<file path="src/rtl/psum_sram_writer.sv">
// psum_sram_writer: drains partial-sum vectors from the output FIFO and
// writes each one into the psum SRAM as BEATS consecutive sram_bw-bit words.
// The least-significant slice goes first, and addresses run contiguously
// (wrapping) from a base address that is latched when start is accepted.
//
// state   | meaning
// --------+-----------------------------------------------------------
// S_IDLE  | waiting for start; start is only accepted here
// S_WAIT  | waiting for the OFIFO to hold a vector; pops it when it does
// S_WRITE | one SRAM write per cycle, BEATS cycles per vector
// S_DONE  | one-cycle done pulse, then back to S_IDLE
module psum_sram_writer #(
    parameter int col     = 12,
    parameter int psum_bw = 16,
    parameter int sram_bw = 32,
    parameter int addr_bw = 7
) (
    input  logic                     clk,
    input  logic                     reset,
    input  logic                     start,
    input  logic [addr_bw-1:0]       base_addr,
    input  logic [addr_bw-1:0]       num_vec,
    input  logic                     ofifo_valid,
    input  logic [col*psum_bw-1:0]   ofifo_out,
    output logic                     ofifo_rd,
    output logic                     O_CEN,
    output logic                     O_WEN,
    output logic [addr_bw-1:0]       O_A,
    output logic [sram_bw-1:0]       O_D,
    output logic                     busy,
    output logic                     done
);

    localparam int VEC_W  = col * psum_bw;
    localparam int BEATS  = VEC_W / sram_bw;
    localparam int BEAT_W = (BEATS > 1) ? $clog2(BEATS) : 1;

    localparam logic [BEAT_W-1:0]  LAST_BEAT = BEAT_W'(BEATS - 1);
    localparam logic [BEAT_W-1:0]  BEAT_ONE  = BEAT_W'(1);
    localparam logic [addr_bw-1:0] ADDR_ONE  = addr_bw'(1);

    typedef enum logic [1:0] {
        S_IDLE  = 2'd0,
        S_WAIT  = 2'd1,
        S_WRITE = 2'd2,
        S_DONE  = 2'd3
    } state_t;

    state_t              r_state;
    state_t              w_next;

    logic [addr_bw-1:0]  r_addr;
    logic [addr_bw-1:0]  r_remaining;
    logic [BEAT_W-1:0]   r_beat;
    logic [VEC_W-1:0]    r_shift;

    logic                w_start_go;
    logic                w_load;
    logic                w_beat_step;
    logic                w_last_beat;

    // State register.
    always_ff @(posedge clk or negedge reset) begin
        if (!reset) begin
            r_state <= S_IDLE;
        end else begin
            r_state <= w_next;
        end
    end

    // Next-state decode plus the combinational strobes (pop, busy, done, datapath enables).
    always_comb begin
        w_next      = r_state;
        ofifo_rd    = 1'b0;
        busy        = 1'b1;
        done        = 1'b0;
        w_start_go  = 1'b0;
        w_load      = 1'b0;
        w_beat_step = 1'b0;
        w_last_beat = 1'b0;
        case (r_state)
            S_IDLE: begin
                busy = 1'b0;
                if (start) begin
                    w_start_go = 1'b1;
                    w_next     = (num_vec == '0) ? S_DONE : S_WAIT;
                end
            end
            S_WAIT: begin
                if (ofifo_valid) begin
                    ofifo_rd = 1'b1;
                    w_load   = 1'b1;
                    w_next   = S_WRITE;
                end
            end
            S_WRITE: begin
                w_beat_step = 1'b1;
                if (r_beat == LAST_BEAT) begin
                    w_last_beat = 1'b1;
                    // remaining is about to drop by one; finishing means it was 1.
                    w_next = (r_remaining == ADDR_ONE) ? S_DONE : S_WAIT;
                end
            end
            S_DONE: begin
                done   = 1'b1;
                w_next = S_IDLE;
            end
            default: begin
                w_next = S_IDLE;
            end
        endcase
    end

    // Datapath: parameter latch, vector shift register and registered SRAM pins.
    // The SRAM pins are loaded one edge ahead, so beat b is on the pins during
    // the b-th WRITE cycle and r_beat names the beat currently on the pins.
    always_ff @(posedge clk or negedge reset) begin
        if (!reset) begin
            r_addr      <= '0;
            r_remaining <= '0;
            r_beat      <= '0;
            r_shift     <= '0;
            O_CEN       <= 1'b1;
            O_WEN       <= 1'b1;
            O_A         <= '0;
            O_D         <= '0;
        end else begin
            if (w_start_go) begin
                r_addr      <= base_addr;
                r_remaining <= num_vec;
            end
            if (w_load) begin
                r_shift <= ofifo_out >> sram_bw;
                r_beat  <= '0;
                O_CEN   <= 1'b0;
                O_WEN   <= 1'b0;
                O_A     <= r_addr;
                O_D     <= ofifo_out[sram_bw-1:0];
                r_addr  <= r_addr + ADDR_ONE;
            end
            if (w_beat_step) begin
                if (w_last_beat) begin
                    O_CEN       <= 1'b1;
                    O_WEN       <= 1'b1;
                    r_remaining <= r_remaining - ADDR_ONE;
                end else begin
                    r_beat  <= r_beat + BEAT_ONE;
                    O_A     <= r_addr;
                    O_D     <= r_shift[sram_bw-1:0];
                    r_shift <= r_shift >> sram_bw;
                    r_addr  <= r_addr + ADDR_ONE;
                end
            end
        end
    end

endmodule

</file>
<file path="config.mk">
export PLATFORM = sky130hd
export DESIGN_NAME = psum_sram_writer
export DESIGN_NICKNAME = d
export VERILOG_FILES = /design/src/rtl/psum_sram_writer.sv
export SDC_FILE = /design/constraint.sdc
export NUM_CORES = 1
export LEC_CHECK = 0
export BUFFER_PORTS_ARGS = -buffer_cell sky130_fd_sc_hd__buf_2
export CAP_MARGIN = 0
export CORE_ASPECT_RATIO = 0.9
export CORE_MARGIN = 2
export CORE_UTILIZATION = 49
export DETAILED_ROUTE_END_ITERATION = 10
export HOLD_SLACK_MARGIN = 0.15
export PLACE_DENSITY_LB_ADDON = 0.08
export REMOVE_ABC_BUFFERS = 1
export SLEW_MARGIN = 15
export SYNTH_ARGS = -nofsm -noshare
export SYNTH_HDL_FRONTEND = slang
export SYNTH_SLANG_ARGS = --single-unit
</file>
<file path="constraint.sdc">
create_clock -name clk -period 1.5 [get_ports clk]
set_input_delay 0.075 -clock clk [delete_from_list [all_inputs] [get_ports clk]]
set_output_delay 0.075 -clock clk [all_outputs]
set_load 0.01 [all_outputs]
</file>
# --- Word-level counts from Yosys, hierarchy flattened ---
# Index checks and enable logic that the tools add are counted.
op_classes:
  n_bitwise: 0
  n_mux: 40
  n_div: 0
  addsub: 3
  multipliers: 0
  order_cmp: 0
  n_reduce_logical: 3
  n_eq_ne: 8
  shift: 0
op_table:
  columns: ["op", "count"]
  rows:
  - ["$mux W192", 3]
  - ["$mux W32", 3]
  - ["$mux W7", 10]
  - ["$mux W1", 15]
  - ["$mux W2", 5]
  - ["$mux W3", 3]
  - ["$pmux W2 S4", 1]
  - ["$add A7 B1 Y7 const B", 1]
  - ["$eq A7 B1 Y1 const B", 1]
  - ["$logic_not A7 Y1", 1]
  - ["$sub A7 B1 Y7 const B", 1]
  - ["$ne A2 B2 Y1 const B", 3]
  - ["$eq A2 B2 Y1 const B", 2]
  - ["$add A3 B1 Y3 const B", 1]
  - ["$eq A3 B3 Y1 const B", 1]
  - ["$reduce_and A3 Y1", 1]
  - ["$eq A2 B1 Y1 const B", 1]
  - ["$logic_not A2 Y1", 1]
totals:
  mem_bits_ro: 0
  latchBits: 0
  input_bits: 210
  word_cells: 63
  output_inout_bits: 44
  mem_bits_rw: 0
  mem_count: 0
  ff_bits: 252

# --- Depth between registers and ports, before layout ---
logic_depth:
  ltp_word: 6
  ltp_mapped: 8
  depth_no_buf: 6

# --- Worst setup path before layout ---
# No wires, ideal clock.
synth_timing:
  kind: "register to register"
  start: "register r_remaining[0]"
  end: "register r_remaining[6]"
  path_buffers: 0
  setup_slack_ps: -14
  synth_period_minus_slack_ps: 1514
  path_stages_with_launch: 7
  arrival_time_ps: 1447
  required_time_ps: 1433
  cell_sequence: "dfrtp_1 -> inv_1 -> ha_1 -> or3b_1 -> nor3_1 -> o21a_1 -> o221a_1"
synth_between:
  elab_chain_len: 3
synth_rtl:
  columns: ["item", "line_no", "source"]
  rows:
  - ["start, declared", "53", "logic [addr_bw-1:0] r_remaining;"]
  - ["start signal, assigned", "130", "r_remaining <= num_vec;"]
  - ["start signal, assigned", "145", "r_remaining <= r_remaining - ADDR_ONE;"]
  - ["$sub A7 B1 Y7", "145", null]
  - ["$mux W7", "142", "if (w_last_beat) begin"]
  - ["$mux W7", "141", "if (w_beat_step) begin"]
# Every way passes these cells.
# A chain may end at the register's enable or synchronous reset.

# --- Worst setup path in the final report ---
layout_timing:
  start: "register r_state[1]"
  end: "register r_addr[3]"
layout_between:
  elab_chain_len: 6
  elab_cells_between_ends: 11
  cone_classes: "eq/ne: 2; mux: 8; reduce/logical: 1"
layout_rtl:
  columns: ["item", "line_no", "source"]
  rows:
  - ["start, declared", "49", "state_t r_state;"]
  - ["start signal, assigned", "67", "r_state <= w_next;"]
  - ["$logic_not A2 Y1", "81", "case (r_state)"]
  - ["$mux W1", "81", null]
  - ["$mux W7", "128", "if (w_start_go) begin"]
  - ["$mux W7", "132", "if (w_load) begin"]
  - ["$mux W7", "142", null]
  - ["$mux W7 (*)", "141", null]
  - ["end signal, assigned", "129", "r_addr <= base_addr;"]
  - ["end signal, assigned", "139", "r_addr <= r_addr + ADDR_ONE;"]
  - ["end signal, assigned", "151", "r_addr <= r_addr + ADDR_ONE;"]
  - ["end, declared", "52", "logic [addr_bw-1:0] r_addr;"]
# Mark *: on every way between the ends. The rest lies on a longest branch, timed or not.

==> flow_results.org <==
** STA
- Final number of setup-violating endpoints :: 250
- Measured against its own limit, the worst slew margin works out to 76.6%.
- The final number of hold-violating endpoints was 0.
- Setup repair after global routing could not meet its margin everywhere.
- Minimum hold slack :: between 0.3 and 0.4 ns
- Max Clk Rate :: approximately 0.59 GHz
- Final max-slew violation count :: 0
- In the post-route analysis, the smallest setup slack over all paths is -0.188 ns.
- The clock arrives with 0.0139 ns of skew.
- Actual transition at the worst max-transition pin :: 0.351 ns
- Period utilization :: 113%
- Total negative setup slack :: -25.05 ns
- After layout, the minimum clock period comes to 1.69 ns.

** Run status
- The run finished, with violations left.
- Failing checks :: setup timing

** Die
- Once the floorplan was initialized, standard cells occupied 49.6% of the core.
- Placement Rows :: 52
- Die area :: 0.0239 mm^2
- Die height :: ~150 um
- Measured along the x axis, the die boundary spans 163 um.
- 254 I/O pins were placed.
- The core region is approximately 0.022 mm^2.

** Logic synthesis
- sky130_fd_sc_hd__dfrtp_1 takes more of the synthesized area than any other cell.
- Portion of synthesized cell area occupied by the leading cell type :: 56.3%
- Counting every instance in the synthesized netlist gives 1275.
- Top cells by area in the synthesized netlist :: sky130_fd_sc_hd__dfrtp_1, sky130_fd_sc_hd__nand2_1, sky130_fd_sc_hd__a31oi_1
- Fraction of synthesis flops using an asynchronous set or reset pin :: between 90% and 100%
- Sequential share of the synthesized area :: 56.8%
- Counting flops with a built-in enable in the synthesized netlist gives 0.
- During synthesis, Yosys emitted a total of 0 warnings.
- Post-synthesis register bit count :: 252
- Post-Syn Area :: 0.0111 mm^2
- Commonest register cell after synthesis :: sky130_fd_sc_hd__dfrtp_1
- Synth cell types :: 44
- Dividing the synthesized area by the synthesized cell count gives 8.71 um^2.

** Placement
- The wire-length estimate of the detail-placed layout is 17500 um.
- At the end of routability-driven placement, the weighted congestion stood at 0.801.
- Number of port buffers :: 253

** Setup path
- Most frequent CP cell :: sky130_fd_sc_hd__buf_6
- Standard cell with the maximum stage delay on the critical path :: sky130_fd_sc_hd__dfrtp_1
- STA classifies the critical path endpoint as a flip-flop.
- Data arrival at the endpoint of the critical path :: 2.10 ns
- Measured in cells, the most critical reg-to-reg path has a length of 8.
- Kind of cell adding the most delay to the critical path :: buffers and inverters
- Critical R2R Launch :: r_state[1]$_DFFE_PN0P_
- The critical path goes through buf_6 > buf_6 > nor2b_4 > buf_6 > a21oi_4 > buf_12 > o21a_1 > o221a_2.
- At the worst endpoint, the required time is ~1.9 ns.
- In this run the critical register-to-register path is captured at r_addr[3]$_DFF_PN0_.
- The setup path with the least slack is of type flip-flop to flip-flop.
- Critical-path maximum fanout :: 6
- In this design, the stage delay of the slowest critical-path cell is 0.37 ns.
- In this run the register-to-register setup slack is -0.19 ns.
- Sum of buffers and inverters on the critical path :: 4
- Startpoint Class :: flip-flop

** Routing
- For this block, the initial DRC count from the detailed router was 1242.
- Remaining antenna violation count :: 0
- Detailed-route vias per instance :: about 5.5
- For this block, the via count after detailed routing is 11692.
- In the routed design, unresolved DRC markers number 0.
- Router iterations before antenna repair :: 5
- Dividing the detail-routed wire length by the instance count gives 17.7 um.
- Total wirelength of the detailed-routed design :: 37400 um
- Wire segments on met3 add up to 2570 um in the final route.
- In the detailed route, the total length drawn on met2 is 18200 um.
- In this run the top signal layer used is met4.
- For this block, wires on met1 add up to 15400 um.

** Job
- Max-cap violations :: 0

** Clocking
- Clock insertion delay at the later pin of the skew report :: 0.53 ns
- TritonCTS clock tree :: built
- CTS clk-pin slew, worst paths :: 0.07 ns
- Num CTS Buffers :: 27
- Maximum level of the CTS H-tree :: 1
- Maximum buffer depth of the clock tree :: 3
- The cell sitting at the root of the clock tree is a sky130_fd_sc_hd__clkbuf_16.
- Counting every sink on the clock net gives 252.

** Layout
- Cells with a size suffix above 1 make up 30.7% of the layout.
- Area of the multi-input gates :: slightly above 0.005 mm^2
- The final layout contains 2009 nets.
- Registers take approximately 0.0063 mm^2.
- Area overhead of the layout relative to synthesis :: 63.2%
- Filler Cells Inserted :: around 1300

** Worst hold path
- In this run the most critical hold path is launched from ofifo_out[24].
- Kind of path behind the tightest hold check :: input port to flip-flop
- Hold Crit Depth :: 4
- For hold timing, the worst endpoint is O_D[24]$_DFF_PN0_.

** Global routing
- Vias in the first global route :: 11179
- Global routing used 27.8% of the available tracks across all layers.
- For this run the aggregate overflow at the end of global routing stands at 0.
- Entering global routing, the biggest net connects 56 pins.
- The first global-routing pass estimated between 50000 and 60000 um of wire.
- The number of antenna violations at the first check in global routing is 1.

** Pwr
- The worst-case IR drop observed on VDD is 0.00117 V.
- Leakage power :: 8.72 nW
- Dividing total power by cell area gives a power density of 2020 mW/mm^2.
cell families after synthesis:
kind of cell	Yosys count	share of synthesized area, %
flops	252	56.8
mux	1	0.0901
fa+ha+maj	5	0.563
buf+inv	104	4.48
compound gates	233	13.4
simple gates	680	24.7
synthesized netlist by cell type (5+ instances only):
master,number
sky130_fd_sc_hd__nand3_1,5
sky130_fd_sc_hd__ha_1,5
sky130_fd_sc_hd__inv_1,7
sky130_fd_sc_hd__buf_4,8
sky130_fd_sc_hd__a21oi_1,10
sky130_fd_sc_hd__nand2_1,413
sky130_fd_sc_hd__and2_1,34
sky130_fd_sc_hd__o21ai_0,6
sky130_fd_sc_hd__clkbuf_1,26
sky130_fd_sc_hd__and3_1,5
sky130_fd_sc_hd__a31oi_1,193
sky130_fd_sc_hd__nor2_1,202
sky130_fd_sc_hd__dfrtp_1,250
sky130_fd_sc_hd__buf_2,62
worst max-delay path by stage:
stage                     depth (start not counted)                    end                    from  slack [ns]
after floorplan                                   5    r_addr[3]$_DFF_PN0_  r_state[0]$_DFFE_PN0P_       -7.26
final                                             8    r_addr[3]$_DFF_PN0_  r_state[1]$_DFFE_PN0P_       -0.19
after global placement                            7  r_shift[29]$_DFF_PN0_     r_beat[1]$_DFF_PN0_       -0.15
after detailed placement                          7   r_shift[7]$_DFF_PN0_     r_beat[1]$_DFF_PN0_       -0.24
after global routing                              8  r_shift[97]$_DFF_PN0_  r_state[1]$_DFFE_PN0P_       -0.29
after CTS                                         5               ofifo_rd  r_state[1]$_DFFE_PN0P_       -0.18
repair_timing:
item | 4_1_cts | 5_1_grt
resized for setup | 42 | 190
pin swaps | 2 | 88
buffers inserted | 11 | 14
setup endpoints to repair | 247 | 251
hold buffers | 210 | 0
hold endpoints to repair | 461 | 0
cloned | 11 | 18
per-stage QoR:
step | utilization [%] | cells | area (um^2) | total power, mW | setup slack (ns)
final | 81.0 | 2111 | 18100 | 36.6 | -0.188
after global routing | 81.0 | 2111 | 18100 | 38.9 | -0.295
after global placement | 58.8 | 1802 | 13200 | 23.3 | -0.150
after CTS | 75.6 | 2082 | 16900 | 33.4 | -0.182
after floorplan | - | 1179 | 10600 | 17.1 | -7.26
after detailed placement | 58.8 | 1802 | 13200 | 23.7 | -0.239
metal layers:
| metal | vias up | track usage, % |
|---|---|---|
| met5 | - | 0 |
| met4 | 0 | 9.96 |
| met3 | 105 | 4.18 |
| met2 | 539 | 45.0 |
| met1 | 5717 | 38.6 |
| li1 | 5331 | - |
placed cells by master, fill, tap and decap left out, types with 16 or more instances in the layout:
| master | count |
|---|---|
| sky130_fd_sc_hd__buf_6 | 16 |
| sky130_fd_sc_hd__a31oi_1 | 164 |
| sky130_fd_sc_hd__buf_12 | 20 |
| sky130_fd_sc_hd__nor2_2 | 27 |
| sky130_fd_sc_hd__buf_4 | 47 |
| sky130_fd_sc_hd__and2_1 | 33 |
| sky130_fd_sc_hd__nor2_1 | 165 |
| sky130_fd_sc_hd__nand2_1 | 374 |
| sky130_fd_sc_hd__dfrtp_1 | 250 |
| sky130_fd_sc_hd__buf_2 | 250 |
| sky130_fd_sc_hd__clkbuf_16 | 40 |
| sky130_fd_sc_hd__buf_16 | 18 |
| sky130_fd_sc_hd__nand2_2 | 16 |
| sky130_fd_sc_hd__nand2_4 | 24 |
| sky130_fd_sc_hd__dlygate4sd3_1 | 210 |
where the power goes:
group	total, mW	switching [mW]	internal, mW
Combinational	17.3	8.86	8.47
Clock	7.33	2.77	4.56
Sequential	12.0	1.98	10.0
area by class of cell:
type / instances / share of cell area, %
Antenna cell: 1 / 0.0138
Tap cell: 297 / 2.05
Clock inverter: 13 / 1.20
Timing Repair Buffer: 586 / 29.5
Multi-Input combinational cell: 919 / 28.1
Clock buffer: 35 / 4.17
Inverter: 8 / 0.193
Sequential cell: 252 / 34.8
flip-flops by register name (all words and copies together), names as in the netlist:
signal / flops
O_A: 7
O_CEN: 1
O_D: 32
r_shift: 192
r_state: 2
r_beat: 3
r_addr: 7
r_remaining: 7
O_WEN: 1
worst reg2reg max path: stages, from the launching register on:
cell and delay [ns]:
sky130_fd_sc_hd__dfrtp_1 0.37, sky130_fd_sc_hd__buf_6 0.12, sky130_fd_sc_hd__buf_6 0.09, sky130_fd_sc_hd__nor2b_4 0.24, sky130_fd_sc_hd__buf_6 0.14, sky130_fd_sc_hd__a21oi_4 0.08
sky130_fd_sc_hd__buf_12 0.15, sky130_fd_sc_hd__o21a_1 0.16, sky130_fd_sc_hd__o221a_2 0.23
Power figures use the tool's default switching activity.
